### src/rtl/dp_param_core.sv
// Parametrised K&S data path: IR, PC, 2R/1W register file, 8-function ALU, registered flags, RAM address mux.
// Optional build macro DP_R0_ZERO_EN hardwires register 0 to zero.
module dp_param_core #(
   parameter int DATA_W = 16,
   parameter int REG_AW = 2,
   parameter int MEM_AW = 5
) (
   input  logic              clk,
   input  logic              rst,
   input  logic              branch,
   input  logic              pc_enable,
   input  logic              ir_enable,
   input  logic              addr_sel,
   input  logic              c_sel,
   input  logic [2:0]        operation,
   input  logic              write_reg_enable,
   input  logic              flags_reg_enable,
   output logic [7:0]        opcode,
   output logic              zero_op,
   output logic              neg_op,
   output logic              unsigned_overflow,
   output logic              signed_overflow,
   output logic [MEM_AW-1:0] ram_addr,
   output logic [DATA_W-1:0] data_out,
   input  logic [DATA_W-1:0] data_in
);

   localparam int NREG = 2 ** REG_AW;

   localparam logic [2:0] OP_ADD  = 3'b000;
   localparam logic [2:0] OP_SUB  = 3'b001;
   localparam logic [2:0] OP_AND  = 3'b010;
   localparam logic [2:0] OP_OR   = 3'b011;
   localparam logic [2:0] OP_XOR  = 3'b100;
   localparam logic [2:0] OP_PASS = 3'b101;
   localparam logic [2:0] OP_SHL  = 3'b110;
   localparam logic [2:0] OP_SHR  = 3'b111;

   logic [DATA_W-1:0] ir;
   logic [MEM_AW-1:0] pc;
   logic [DATA_W-1:0] regs [NREG];

   logic [REG_AW-1:0] c_addr, a_addr, b_addr;
   logic [MEM_AW-1:0] mem_addr;
   logic [DATA_W-1:0] bus_a, bus_b, bus_c, alu_out;
   logic [DATA_W:0]   sum, diff;
   logic              uov_next, sov_next;
   logic              a_msb, b_msb;

   // IR bits between the opcode and the operand fields carry no meaning here.
   logic unused_ir_bits;
   assign unused_ir_bits = ^ir;

   assign c_addr   = ir[3*REG_AW-1:2*REG_AW];
   assign a_addr   = ir[2*REG_AW-1:REG_AW];
   assign b_addr   = ir[REG_AW-1:0];
   assign mem_addr = ir[MEM_AW-1:0];
   assign opcode   = ir[DATA_W-1 -: 8];

   always_ff @(posedge clk or posedge rst) begin
      if (rst) begin
         ir <= '0;
         pc <= '0;
      end else begin
         if (ir_enable) ir <= data_in;
         // Branch target comes from the IR value before any same-cycle IR load.
         if (pc_enable) pc <= branch ? mem_addr : pc + 1'b1;
      end
   end

`ifdef DP_R0_ZERO_EN
   assign bus_a = (a_addr == '0) ? '0 : regs[a_addr];
   assign bus_b = (b_addr == '0) ? '0 : regs[b_addr];
`else
   assign bus_a = regs[a_addr];
   assign bus_b = regs[b_addr];
`endif

   always_ff @(posedge clk or posedge rst) begin
      if (rst) begin
         for (int i = 0; i < NREG; i++) regs[i] <= '0;
      end else begin
`ifdef DP_R0_ZERO_EN
         if (write_reg_enable && c_addr != '0) regs[c_addr] <= bus_c;
`else
         if (write_reg_enable) regs[c_addr] <= bus_c;
`endif
      end
   end

   assign bus_c    = c_sel ? alu_out : data_in;
   assign data_out = bus_a;
   assign ram_addr = addr_sel ? pc : mem_addr;

   assign sum   = {1'b0, bus_a} + {1'b0, bus_b};
   assign diff  = {1'b0, bus_a} - {1'b0, bus_b};
   assign a_msb = bus_a[DATA_W-1];
   assign b_msb = bus_b[DATA_W-1];

   always_comb begin
      alu_out  = '0;
      uov_next = 1'b0;
      sov_next = 1'b0;
      case (operation)
         OP_ADD: begin
            alu_out  = sum[DATA_W-1:0];
            uov_next = sum[DATA_W];
            // carry into the MSB is recovered from the MSB sum bit and its operands
            sov_next = sum[DATA_W] ^ (sum[DATA_W-1] ^ a_msb ^ b_msb);
         end
         OP_SUB: begin
            alu_out  = diff[DATA_W-1:0];
            uov_next = diff[DATA_W];
            sov_next = (a_msb != b_msb) && (diff[DATA_W-1] != a_msb);
         end
         OP_AND:  alu_out = bus_a & bus_b;
         OP_OR:   alu_out = bus_a | bus_b;
         OP_XOR:  alu_out = bus_a ^ bus_b;
         OP_PASS: alu_out = bus_a;
         OP_SHL: begin
            alu_out  = {bus_a[DATA_W-2:0], 1'b0};
            uov_next = a_msb;
         end
         OP_SHR: begin
            alu_out  = {1'b0, bus_a[DATA_W-1:1]};
            uov_next = bus_a[0];
         end
         default: alu_out = '0;
      endcase
   end

   always_ff @(posedge clk or posedge rst) begin
      if (rst) begin
         zero_op           <= 1'b0;
         neg_op            <= 1'b0;
         unsigned_overflow <= 1'b0;
         signed_overflow   <= 1'b0;
      end else if (flags_reg_enable) begin
         zero_op           <= (alu_out == '0);
         neg_op            <= alu_out[DATA_W-1];
         unsigned_overflow <= uov_next;
         signed_overflow   <= sov_next;
      end
   end

endmodule
### config.mk
export PLATFORM = sky130hd
export DESIGN_NAME = dp_param_core
export DESIGN_NICKNAME = d
export VERILOG_FILES = /design/src/rtl/dp_param_core.sv
export SDC_FILE = /design/constraint.sdc
export NUM_CORES = 1
export LEC_CHECK = 0
export CORE_MARGIN = 5
export CORE_UTILIZATION = 62
export DETAILED_ROUTE_END_ITERATION = 10
export GPL_ROUTABILITY_DRIVEN = 0
export GPL_TIMING_DRIVEN = 0
export PLACE_DENSITY = 0.84
export SLEW_MARGIN = 20
export SYNTH_ARGS = -nofsm -noshare
export SYNTH_HDL_FRONTEND = slang
export SYNTH_SLANG_ARGS = --single-unit
### constraint.sdc
create_clock -name clk -period 6.7 [get_ports clk]
set_input_delay 1.34 -clock clk [delete_from_list [all_inputs] [get_ports clk]]
set_output_delay 1.34 -clock clk [all_outputs]
set_load 0.005 [all_outputs]
==> metrics.md <==
| Metric | Value |
|---|---|
| Status | complete, no violations |
| CTS tree | built |
| Max transition margin | 0.167 |
| Setup Skew | 0.00814 ns |
| Ant diodes | 0 |
| Cell area after synthesis | 7430 um2 |
| Top_reg_cell synth | dfrtp_1 |
| Synthesized flop and latch total | 87 |
| Number of filler cells placed in the layout | 878 |
| Number of warnings issued by yosys | 0 |
| Time the worst path needs with I/O delays and setup | 5.32 ns |
| Critical Path AT | 5.58 ns |
| Kind of cell with the highest combined delay on the critical path | buffers and inverters |
| Final routed wire length divided by cell count | 22.8 um |
| Core area | 11900 um2 |
| Count of nets left with antenna violations after detail routing | 0 |
| Die extent in x | 119 um |
| Placement Cell Area | 8220 um2 |
| Worst reg-to-reg path cell count | 15 |
| Via count of the first global-routing pass | 7214 |
| Detailed placement HPWL | 17300 um |
| Num ports | 61 |
| Hold path depth | 2 |
| Clock buffer depth | 2 |
| Setup violation total in the final timing report | 0 |
| Most common cell after layout, fill and taps aside | nand2_1 |
| TritonCTS sink count | 87 |
| Biggest area contributors in the synthesized netlist | dfrtp_1 (29%), mux4_2 (9.7%), ha_1 (9.1%) |
| Number of max-cap violations | 0 |
| Total number of cells along the worst setup path | 13 |
| RSZ-0062 raised after global routing | no |
| Detailed Route Iter0 Violations | 1040 |
| Post-synthesis instance total | 821 |
| Total number of placement rows | 40 |
| Root buffer selected by CTS | clkbuf_16 |
| Final number of max-transition violations | 0 |
| Part of the total power dissipated in sequential elements | 0.208 |
| Share of synthesized area occupied by flip-flops and latches | 0.293 |
| Pwr dens | 500 nW/um2 |
| Top cell type by total area after synthesis | dfrtp_1 |
| Setup Buffers After CTS | 0 |
| Number of port buffers | 57 |
| Area growth, synth to finish | 14.6% |
| Mean Syn Cell Area | 9.05 um2 |
| Overflow after GRT | 0 |
| Sw power | 2.07 mW |
| Share of the clock period used by the worst path after layout | 0.794 |
| List of cells traversed by the critical path | clkdlybuf4s50_1 > buf_4 > clkinv_1 > ha_1 > nor3_1 > nand2_1 > buf_2 > clkbuf_1 > a31oi_1 > nand4b_1 > nor4b_2 > nand4b_1 > o32ai_2 |
| Logic gate share of total power | 0.673 |
| Post-synth EDFFs | 0 |
| Die area | 14300 um2 |
| Quantity of gates resized following cts | 0 |
| Setup CP Type | in -> reg |
| Slowest stage cell on the critical path | clkdlybuf4s50_1 |
| Endpoint kind of the worst setup timing path | flip-flop |
| Most frequent cells in the layout | nand2_1 (93), dfrtp_1 (87), o21ai_0 (70) |
| Remaining routing DRC violations | 0 |
| Switching share of power | 0.486 |
| FF+latch area | 2180 um2 |
| Detailed Route WL | 23800 um |
| Worst skew pair latency | 0.35 ns |
| Antenna violations before repair | 0 |
| Starting density of the core | 0.627 |
| Pin count of the biggest net entering global routing | 54 |
| Min-delay worst type | reg -> reg |
| Startpoint Class | input port |
| Fraction of layout instances using a drive strength above 1 | 0.143 |
| Net count after synthesis | 905 |
| Bufs and invs on worst path | 5 |
| Actual slew at the worst max-slew pin | 1.25 ns |
| VDD IR-drop max | 0.264 mV |
| Largest stage delay on the critical path | 0.58 ns |
| Chip Height | 119 um |
| Crit Path Max Fanout | 10 |
| Hold-fix buffers, CTS | 0 |
| Cell area after layout | 8510 um2 |
| Global-route usage over all layers | 0.334 |
| Data required, critical path | 6.96 ns |
| Routed vias | 7211 |
| Drt pass-1 iters | 6 |
| Global-route wire length before repair | 38000 um |
| Via-to-Cell Ratio | 6.92 |
| Number of nets at the end of the flow | 974 |
| Fraction of power consumed by the clock network | 0.119 |
| Achievable frequency | 188 MHz |
| Combined area of the multi-input logic cells | 4760 um2 |
| Post-synth top area share | 0.293 |
| Cell internal pwr | 2.19 mW |
| Final-layout setup total negative slack | 0 ns |
| Number of unique standard cell types used by synthesis | 83 |
| Hold Vio Cnt, Final | 0 |
| Critical Path Most Common Cell | nand4b_1 |
| TritonCTS Buffers | 9 |
| Proportion of synthesized flip-flops having asynchronous set or reset | 1.00 |
| Maximum level of the CTS H-tree | 3 |
| Pleak | 3.64 nW |
| Clock-pin slew of the registers on the worst-case setup and hold paths | 0.07 ns |
| Sum of internal, switching and leakage power | 4.26 mW |
-- kinds of logic after synthesis --
family / synth area share
mux: 0.165
compound gates: 0.219
buf+inv: 0.0668
simple gates: 0.147
fa+ha+maj: 0.0963
xor+xnor: 0.0128
flops: 0.293
-- worst paths after layout --
check	start	endpoint	slack (ns)
min	regs[37]	regs[37]	0.50
max	operation[2]	zero_op	1.38
min reg2reg	regs[37]	regs[37]	0.50
max reg2reg	ir[0]	zero_op	1.38
min in group asynchronous	rst	ir[12]	1.37
max in group asynchronous	rst	pc[3]	4.70
-- registers in the layout (all words and copies together), names as in the netlist --
signal,flops
pc,5
regs,64
ir,14
unsigned_overflow,1
zero_op,1
neg_op,1
signed_overflow,1
-- routing by layer --
layer | part of all wire | vias up | GRT usage | wire (um)
li1 | - | 3142 | - | -
met1 | 0.38 | 3454 | 0.433 | 9000
met2 | 0.48 | 517 | 0.537 | 11300
met3 | 0.11 | 98 | 0.0679 | 2500
met4 | 0.040 | 0 | 0.160 | 961
met5 | 0 | - | 0 | 0
-- power groups by stage --
| stage | clock, mW | sequential [mW] | combinational [mW] |
|---|---|---|---|
| 2_1_floorplan | 0 | 0.825 | 2.01 |
| 3_3_place_gp | 0 | 0.844 | 2.65 |
| 3_5_place_dp | 0 | 0.875 | 2.76 |
| 4_1_cts | 0.503 | 0.874 | 2.78 |
| 5_1_grt | 0.532 | 0.904 | 3.10 |
| 6_report | 0.506 | 0.886 | 2.87 |
-- cell type report --
cell class,count,area share
timing repair buffer,58,0.0702
clock buffer,10,0.0281
clock inverter,6,0.00691
sequential,87,0.256
tap,147,0.0216
multi-input combinational,620,0.559
inverter,54,0.0241
buffer,60,0.0345
-- cells in the mapped netlist (4+ instances only) --
cell	number
mux2i_1	17
a221oi_1	7
mux4_2	32
nor2_1	51
nand2b_1	10
nor2b_1	11
nand4_1	5
mux2_2	30
o2111ai_1	5
nor3b_1	4
a221oi_2	4
a21o_1	6
or3_1	4
nor3_1	16
clkbuf_1	32
buf_4	9
a211oi_1	5
buf_1	6
o22ai_1	4
xnor2_1	6
buf_2	10
o21ai_1	18
a22o_1	4
a21oi_1	55
a22oi_1	7
ha_1	54
o211ai_1	7
dfrtp_1	87
a31oi_1	10
inv_1	51
nand2_1	93
nand3_1	8
o21ai_0	70
-- worst reg2reg max path, delay by kind of cell (launching register included) --
kind	cells	cell delay, ns
AO/OA/AOI/OAI	6	2.00
adder cells (fa/ha/maj)	1	0.24
buffers and inverters	4	1.40
flip-flops	1	0.32
multiplexers	1	0.66
AND/OR/NAND/NOR	3	0.59
-- through the flow --
stage | setup slack [ns] | instances | hold slack, ns | util
global route | 1.18 | 1042 | 0.529 | 0.718
global placement | 1.19 | 1025 | 0.474 | 0.690
floorplan | 2.80 | 821 | 0.459 | -
detailed placement | 1.22 | 1026 | 0.493 | 0.693
CTS | 1.50 | 1042 | 0.506 | 0.718
finish | 1.38 | 1042 | 0.499 | 0.718
Power figures use the tool's default switching activity.
